`src/rtl/cim_pkg.sv`:
```
// Shared definitions for the compute-in-memory add path: array geometry
// defaults, the busy FSM state type, and the wordline one-hot check.
package cim_pkg;

    localparam int ROWS_DEF = 8;
    localparam int COLS_DEF = 8;
    localparam int WL_MAX   = 64;

    typedef enum logic {
        IDLE,
        RUN
    } state_e;

    // Legal wordline: no bit set, or exactly one bit set.
    function automatic logic is_onehot_or_zero(input logic [WL_MAX-1:0] v);
        logic [WL_MAX-1:0] one;
        one = {{(WL_MAX-1){1'b0}}, 1'b1};
        return (v & (v - one)) == '0;
    endfunction

endpackage

```
`src/rtl/cim_col_fa.sv`:
```
// One column of the add array: full adder over the two read bits and
// the column carry latch, which clears or updates on the clock edge.
module cim_col_fa (
    input  logic clk,
    input  logic rst_n,
    input  logic a,
    input  logic b,
    input  logic clr,
    input  logic cen,
    output logic sum,
    output logic carry
);

    logic carry_q;
    logic carry_d;
    logic cnext;

    always_comb begin
        sum   = a ^ b ^ carry_q;
        cnext = (a & b) | (a & carry_q) | (b & carry_q);
        carry_d = carry_q;
        if (clr) begin
            carry_d = 1'b0;
        end else if (cen) begin
            carry_d = cnext;
        end
    end

    always_ff @(posedge clk) begin
        if (!rst_n) begin
            carry_q <= 1'b0;
        end else begin
            carry_q <= carry_d;
        end
    end

    assign carry = carry_q;

endmodule

```
`src/rtl/cim_add_array.sv`:
```
// Bit-serial add array: transposed bit-plane storage, wordline decode,
// per-column full adders, busy FSM and a host load/read port.
module cim_add_array
    import cim_pkg::*;
#(
    parameter int ROWS = ROWS_DEF,
    parameter int COLS = COLS_DEF,
    localparam int AW  = (ROWS > 1) ? $clog2(ROWS) : 1
) (
    input  logic            clk,
    input  logic            rst_n,
    input  logic [ROWS-1:0] RWLv1,
    input  logic [ROWS-1:0] RWLv2,
    input  logic [ROWS-1:0] WWLp,
    input  logic            C_EN,
    input  logic            CLR,
    input  logic            DONE,
    input  logic            host_we,
    input  logic [AW-1:0]   host_row,
    input  logic [COLS-1:0] host_wdata,
    output logic [COLS-1:0] host_rdata,
    output logic [COLS-1:0] carry,
    output logic            busy,
    output logic            result_valid,
    output logic            wl_err,
    output logic            host_err
);

    logic [COLS-1:0] array_q [ROWS];
    logic [COLS-1:0] array_d [ROWS];
    logic [COLS-1:0] host_rdata_q;
    logic [COLS-1:0] host_rdata_d;
    logic [COLS-1:0] op_a;
    logic [COLS-1:0] op_b;
    logic [COLS-1:0] sum;
    state_e          state_q;
    state_e          state_d;
    logic            result_valid_q;
    logic            result_valid_d;
    logic            wl_err_q;
    logic            wl_err_d;
    logic            host_err_q;
    logic            host_err_d;
    logic            wl_bad;
    logic            wl_ok;
    logic            seq_wr;
    logic            host_ok;
    logic            wl_active;
    logic            clr_eff;
    logic            cen_eff;

    always_comb begin
        op_a = '0;
        op_b = '0;
        for (int r = 0; r < ROWS; r++) begin
            if (RWLv1[r]) op_a = op_a | array_q[r];
            if (RWLv2[r]) op_b = op_b | array_q[r];
        end
    end

    always_comb begin
        wl_bad = !is_onehot_or_zero(WL_MAX'(RWLv1))
              || !is_onehot_or_zero(WL_MAX'(RWLv2))
              || !is_onehot_or_zero(WL_MAX'(WWLp));
        wl_ok     = !wl_bad;
        wl_active = (RWLv1 != '0) || (RWLv2 != '0) || (WWLp != '0);
        seq_wr    = wl_ok && (WWLp != '0);
        host_ok   = host_we && (state_q == IDLE) && (WWLp == '0);
        clr_eff   = CLR && wl_ok;
        cen_eff   = C_EN && wl_ok;
    end

    for (genvar c = 0; c < COLS; c++) begin : g_col
        cim_col_fa u_fa (
            .clk   (clk),
            .rst_n (rst_n),
            .a     (op_a[c]),
            .b     (op_b[c]),
            .clr   (clr_eff),
            .cen   (cen_eff),
            .sum   (sum[c]),
            .carry (carry[c])
        );
    end

    // Sequencer write is applied last so it wins any overlap with the host.
    always_comb begin
        for (int r = 0; r < ROWS; r++) begin
            array_d[r] = array_q[r];
        end
        if (host_ok) begin
            array_d[host_row] = host_wdata;
        end
        if (seq_wr) begin
            for (int r = 0; r < ROWS; r++) begin
                if (WWLp[r]) array_d[r] = sum;
            end
        end
    end

    always_comb begin
        state_d        = state_q;
        result_valid_d = DONE;
        wl_err_d       = wl_err_q | wl_bad;
        host_err_d     = host_we && !host_ok;
        host_rdata_d   = array_q[host_row];
        unique case (state_q)
            IDLE: begin
                if (!DONE && (wl_active || C_EN)) state_d = RUN;
            end
            RUN: begin
                if (DONE) state_d = IDLE;
            end
            default: state_d = IDLE;
        endcase
    end

    always_ff @(posedge clk) begin
        if (!rst_n) begin
            for (int r = 0; r < ROWS; r++) begin
                array_q[r] <= '0;
            end
            state_q        <= IDLE;
            result_valid_q <= 1'b0;
            wl_err_q       <= 1'b0;
            host_err_q     <= 1'b0;
            host_rdata_q   <= '0;
        end else begin
            for (int r = 0; r < ROWS; r++) begin
                array_q[r] <= array_d[r];
            end
            state_q        <= state_d;
            result_valid_q <= result_valid_d;
            wl_err_q       <= wl_err_d;
            host_err_q     <= host_err_d;
            host_rdata_q   <= host_rdata_d;
        end
    end

    assign host_rdata   = host_rdata_q;
    assign busy         = (state_q == RUN);
    assign result_valid = result_valid_q;
    assign wl_err       = wl_err_q;
    assign host_err     = host_err_q;

endmodule

```
`config.mk`:
```
export PLATFORM = sky130hd
export DESIGN_NAME = cim_add_array
export DESIGN_NICKNAME = d
export VERILOG_FILES = /design/src/rtl/cim_pkg.sv /design/src/rtl/cim_col_fa.sv /design/src/rtl/cim_add_array.sv
export SDC_FILE = /design/constraint.sdc
export NUM_CORES = 1
export LEC_CHECK = 0
export ABC_AREA = 1
export CAP_MARGIN = 20
export CORE_MARGIN = 5
export CORE_UTILIZATION = 45
export CTS_BUF_LIST = sky130_fd_sc_hd__clkbuf_4 sky130_fd_sc_hd__clkbuf_8 sky130_fd_sc_hd__clkbuf_16
export CTS_CLUSTER_SIZE = 28
export DETAILED_ROUTE_END_ITERATION = 16
export PLACE_DENSITY = 0.64
export SYNTH_ARGS = -nofsm -noshare
export SYNTH_HDL_FRONTEND = slang
export SYNTH_SLANG_ARGS = --single-unit
```
`constraint.sdc`:
```
create_clock -name clk -period 2.25 [get_ports clk]
set_input_delay 0.45 -clock clk [delete_from_list [all_inputs] [get_ports clk]]
set_output_delay 0.45 -clock clk [all_outputs]
set_load 0.02 [all_outputs]
```
==> out/qor.yml, run 1 <==
async_flop_share_pct: 0
crit_chain: "a22o_4, a2111oi_4, buf_4, fa_2, inv_2, buf_12, nand2_1, nand2_1, nand3_1, a21oi_1"
via_count: 10300
globalRouteMet3Util_pct: 6.34
dieArea_mm2: 0.0193
area.sequential_mm2: 0.00169
crit_path_start: "array_q[4][4]"
cts.sinks: 84
clock_latency_ps: 360
cp_max_fo: 7
start_util_pct: 45.5
diodes: 0
worstPathRequired_ps: 2530
cp-start-kind: "register"
synth-compound-area-share_pct: 15.5
syn_nets: 1359
final_util_pct: 65.4
first_pass_iters: 5
status: "complete, no violations"
slew_violations: 0
crit_slowest_cell: "fa_2"
synth_top_family_by_area: "simple AND/OR/NAND/NOR gates"
use_met1_pct: 49.7
timing.critical_path.to: "array_q[4][4]"
synth_warnings: 0
coreArea_mm2: 0.0164
num-fill-cells: 1584
clkTransAtPathRegs_ps: 70
antenna_found_initial: 0
first_iter_violations: 1142
grt_max_degree: 33
max_clock_freq_mhz: 460
grt_pass1_vias: 9226
finalSetupTns_ps: 0
setup-violations-final: 0
viasPerCell: 5.81
ys_seq_area_share_pct: 22.5
synth-adder-area-share_pct: 2.15
ctsLongestPathBuffers: 2
grt_pass1_wl_mm: 55.0
worst_ep_arrival_time_ps: 2460
antenna_left: 0
tightest_slew_ps: 536
pre_cts_ws_ps: -831
ys.flop_type: "dfxtp_1"
crit_top_cell: "nand2_1"
synth_mux_area_share_pct: 0
drc: 0
power.static_leakage_nw: 5.01
ir_worst_vdd_mv: 0.360
avgSynthCellArea_um2: 5.70
synth_top_area_share_pct: 29.8
grt.overflow.total: 0
cp_slowest_stage_delay_ps: 460
synth_edf_count: 0
synth_xor_area_share_pct: 0
r2r_end: "array_q[4][4]"
yosys.area.top_type: "nand2_1"
cts_tree: "built"
use_met2_pct: 56.7
fin_ws_ps: 74.6
synth.area.top_cells: "nand2_1 30%, dfxtp_1 23%, nand3_1 8.9%"
drive_gt1_share_pct: 27.4
grt-busiest-layer: "met2"
reg2regPathDepth: 10
die_h_um: 139
clock_skew_ps: 10.1
num_io_pins: 61
grt_usage_pct: 36.7
place.port_buffers: 60
hold_class: "reg -> reg"
crit-reg2reg-launch: "array_q[4][4]"
max_cap_violations: 0
p_per_area_mw_per_mm2: 363
wl_per_cell_um: 21.0
cts_hold_buf: 0
whs_ps: 457
syn_to_final_growth_pct: 43.8
synth_cell_types: 40
cts_buffers: 9
multiInputGateArea_mm2: 0.00517
place_congestion: 1.03
finalNetCount: 1593
yosys.area_share.simple_pct: 47.7
rows: 47
cts-htree-levels: 3
ff2ff_setup_slack_ps: 70
synth_seq_cells: 84
cts_root_buf: "clkbuf_16"
period_needed_ps: 2180
slew_headroom_pct: 64.2
netlist_area_mm2: 0.00746
finalPower_mw: 3.90
syn_inst: 1310
fin_crit_sh_pct: 96.7
hpwl_mm: 27.7
die_width_um: 139
wirelength_mm: 37.1
critPathCaptureType: "register"
crit_type: "reg -> reg"
hold_violations: 0
per-stage QoR:
step | cells | instance area (µm²)
floorplan | 1310 | 7470
global placement | 1733 | 9950
detailed placement | 1733 | 9950
CTS | 1757 | 10400
global route | 1769 | 10700
finish | 1769 | 10700
cell usage after synthesis, types with 20 or more instances:
cell,n
nand2_1,593
nand3_1,133
inv_1,110
dfxtp_1,84
a21oi_1,60
nor2_1,41
o21ai_0,41
buf_2,30
o22ai_1,28
clkbuf_1,27
nand3_2,23
a21oi_2,20
worst max-delay path: cells and delay by family, from the launching register on:
| family | cells | cell delay [ps] |
|---|---|---|
| simple gates | 3 | 180 |
| compound gates | 3 | 720 |
| flops | 1 | 350 |
| fa+ha+maj | 1 | 460 |
| buf+inv | 3 | 400 |
sequential cells by signal, indices dropped and copies added (netlist names):
signal            count
array_q              64
g_col.u_fa.carry      8
host_rdata            8
busy                  1
host_err              1
result_valid          1
wl_err                1
cell families (layout without fill, tap and decap cells):
family | count (synthesis) | count (layout)
simple gates | 833 | 833
buf+inv | 200 | 439
compound gates | 185 | 185
flops | 84 | 84
fa+ha+maj | 8 | 8
cell usage in the layout, fill, tap and decap left out, drive strengths merged:
cell type,netlist,routed
clkbuf,29,27
dlymetal6s2s,0,5
clkdlybuf4s50,0,39
o22ai,28,28
nor2,51,51
fa,8,8
nand2,596,596
o221ai,2,2
a31oi,1,1
nor3,5,5
a221oi,9,9
a41oi,1,1
o21ai,44,44
and3,1,1
nand4,19,19
a2111oi,9,9
bufinv,0,1
buf,54,247
o2bb2ai,1,1
dfxtp,84,84
nand3,156,156
a211oi,3,3
o211ai,2,2
inv,114,114
a22oi,1,1
nor4,5,5
o2111ai,2,2
a22o,2,2
a21oi,80,80
clkinv,3,6
metal layers:
metal / routed length, µm / vias up
li1: - / 4710
met1: 14700 / 4720
met2: 16300 / 716
met3: 4090 / 124
met4: 2010 / 0
met5: 0 / -
worst min path at each step:
stage	from	endpoint	cells after the start
finish	wl_err	wl_err	2
global route	wl_err	wl_err	2
CTS	wl_err	wl_err	2
detailed placement	wl_err	wl_err	2
global placement	wl_err	wl_err	2
floorplan	g_col[0].u_fa.carry	g_col[0].u_fa.carry	2
cell type report:
cell class	instances	area share (%)
clock buffer	12	2.48
clock inverter	4	0.524
inverter	117	4.25
multi-input combinational	1026	48.1
sequential	84	15.7
tap	220	2.56
timing repair buffer	306	26.3
what timing repair did:
| item | CTS | global route |
|---|---|---|
| pin swaps | 22 | 50 |
| resized for setup | 74 | 101 |
| setup endpoints to repair | 73 | 72 |
| setup buffers | 9 | 11 |
| gates cloned | 0 | 1 |
report_power, final:
group          internal [mW]  switching (mW)
clock                  0.960           0.720
sequential              1.49         0.00380
combinational          0.276           0.444
total                   2.73            1.17
Note: power is estimated with default switching activity, not from simulation.
==> run 2: changes to the inputs <==
- CORE_MARGIN: 5 -> 3
- PLACE_DENSITY: 0.64 -> 0.61
- clock period: 2.25 -> 2.1 ns (I/O delays scaled with it)
==> out/qor.yml, run 2 (synthesis results as in run 1) <==
status: "finished with violations"
violations: "negative setup slack"
cts_tree: "built"
cts.sinks: 84  # unchanged
hold_violations: 0  # unchanged
p_per_area_mw_per_mm2: 371  # +2.2%
fin_crit_sh_pct: 105  # +7.8 points
die_width_um: 135  # -2.9%
first_iter_violations: 1614  # +41%
cts_buffers: 9  # unchanged
cp_max_fo: 7  # unchanged
clock_latency_ps: 360  # about the same
ctsLongestPathBuffers: 2  # unchanged
cp-start-kind: "register"
clkTransAtPathRegs_ps: 70  # about the same
die_h_um: 135  # -2.9%
ir_worst_vdd_mv: 0.390  # +8.3%
grt_pass1_wl_mm: 56.8  # +3.3%
grt.overflow.total: 0  # unchanged
cts-htree-levels: 3  # unchanged
viasPerCell: 5.83  # +0.42%
grt_max_degree: 38  # +15%
power.static_leakage_nw: 5.43  # +8.5%
hpwl_mm: 28.4  # +2.8%
drc: 0  # unchanged
place.port_buffers: 60  # unchanged
drive_gt1_share_pct: 36.1  # +8.7 points
largest_reg_flops: 64  # unchanged
coreArea_mm2: 0.0161  # -2.1%
slew_headroom_pct: 62.0  # -2.2 points
max_cap_violations: 0  # unchanged
cts_hold_buf: 0  # unchanged
start_util_pct: 46.5  # +0.99 points
critPathCaptureType: "register"
wirelength_mm: 38.7  # +4.2%
period_needed_ps: 2200  # +19.6 ps
tightest_slew_ps: 570  # +34.2 ps
rsz0062_at_grt: "yes"
num_io_pins: 61  # unchanged
grt_pass1_vias: 9835  # +6.6%
reg2regPathDepth: 11  # +1
grt_usage_pct: 41.2  # +4.5 points
place_congestion: 1.09  # +5.7%
largest_register: "array_q"
finalNetCount: 1641  # +3.0%
first_pass_iters: 9  # +4
mostFrequentLayoutCell: "nand2_1"
fin_ws_ps: -95.1  # -170 ps
hold_depth: 2  # unchanged
layout_common_cells: "542 x nand2_1, 236 x buf_4, 119 x nand3_1"
rows: 46  # -2.1%
hold_class: "reg -> reg"
cts_root_buf: "clkbuf_16"
crit_type: "reg -> reg"
syn_to_final_growth_pct: 56.1
worstPathRequired_ps: 2390  # -140 ps
max_clock_freq_mhz: 456  # -0.89%
via_count: 10600  # +2.9%
final_util_pct: 72.6  # +7.1 points
wl_per_cell_um: 21.3  # +1.7%
diodes: 0  # unchanged
antenna_found_initial: 0  # unchanged
finalPower_mw: 4.32  # +11%
slew_violations: 0  # unchanged
antenna_left: 0  # unchanged
worst_ep_arrival_time_ps: 2480  # +20 ps
setup-violations-final: 8  # +8
dieArea_mm2: 0.0182  # -5.7%
clock_skew_ps: 16.3  # +6.18 ps
-- run 2: cell types whose count changed in the layout (fill, tap and decap cells not counted), moves of 10 or more --
cell,before,now
nand3_2,26,36
nand3_1,130,119
buf_4,203,236
nand2_2,15,42
nand2_1,578,542
o22ai_2,2,12
dfxtp_1,79,58
inv_2,22,41
inv_1,85,64
o22ai_1,26,16
dfxtp_2,5,20
-- run 2: layout make-up --
| cell class | instances | area, µm² |
|---|---|---|
| Clock buffer | 11 | 240 |
| Fill cell | 1350 | 4410 |
| Inverter | 117 | 462 |
| Sequential cell | 84 | 1730 |
| Multi-Input combinational cell | 1026 | 5570 |
| Timing Repair Buffer | 354 | 3290 |
| Clock inverter | 5 | 86.3 |
| Tap cell | 216 | 270 |
-- run 2: metal layers --
metal | routed length, µm | GRT usage, %
met5 | 0 | 0
met4 | 2790 | 27.1
met3 | 4570 | 6.78
met2 | 17100 | 62.4
met1 | 14300 | 54.0
-- run 2: path summary, 6_finish.rpt --
| path | from | endpoint | slack (ps) |
|---|---|---|---|
| min reg2reg | wl_err | wl_err | 450 |
| min | wl_err | wl_err | 450 |
| max reg2reg | array_q[6][7] | array_q[0][7] | -100 |
| max | array_q[6][7] | array_q[0][7] | -100 |
-- run 2: repair_timing --
item / in CTS / in global routing
resized for setup: 115 / 206
pin swaps: 42 / 86
buffers inserted: 16 / 17
setup endpoints to repair: 73 / 64
gates cloned: 3 / 0
-- run 2: per-stage QoR --
step	cell area [µm²]	setup slack, ps	setup TNS, ps	hold WS [ps]	std cells
after floorplan	7500	8.05	0	454	1310
after global placement	10300	-773	-45520	448	1765
after detailed placement	10300	-804	-47020	449	1765
after CTS	11100	-55.8	-195	460	1800
after global routing	11700	-184	-2170	482	1813
final	11700	-95.1	-498	454	1813
-- run 2: power breakdown --
group | switching, mW | internal, mW | total (mW)
Clock | 0.784 | 1.08 | 1.86
Sequential | 0.00514 | 1.59 | 1.59
Combinational | 0.512 | 0.350 | 0.862
-- run 2: critical path: stages (launching register included) --
cell and delay (ps):
dfxtp_2 340, inv_4 90, o211ai_1 110, a2111oi_2 400, buf_4 180, fa_1 420
inv_2 90, buf_12 150, nand2_2 60, nand2_2 60, nand3_2 60, a21oi_2 140
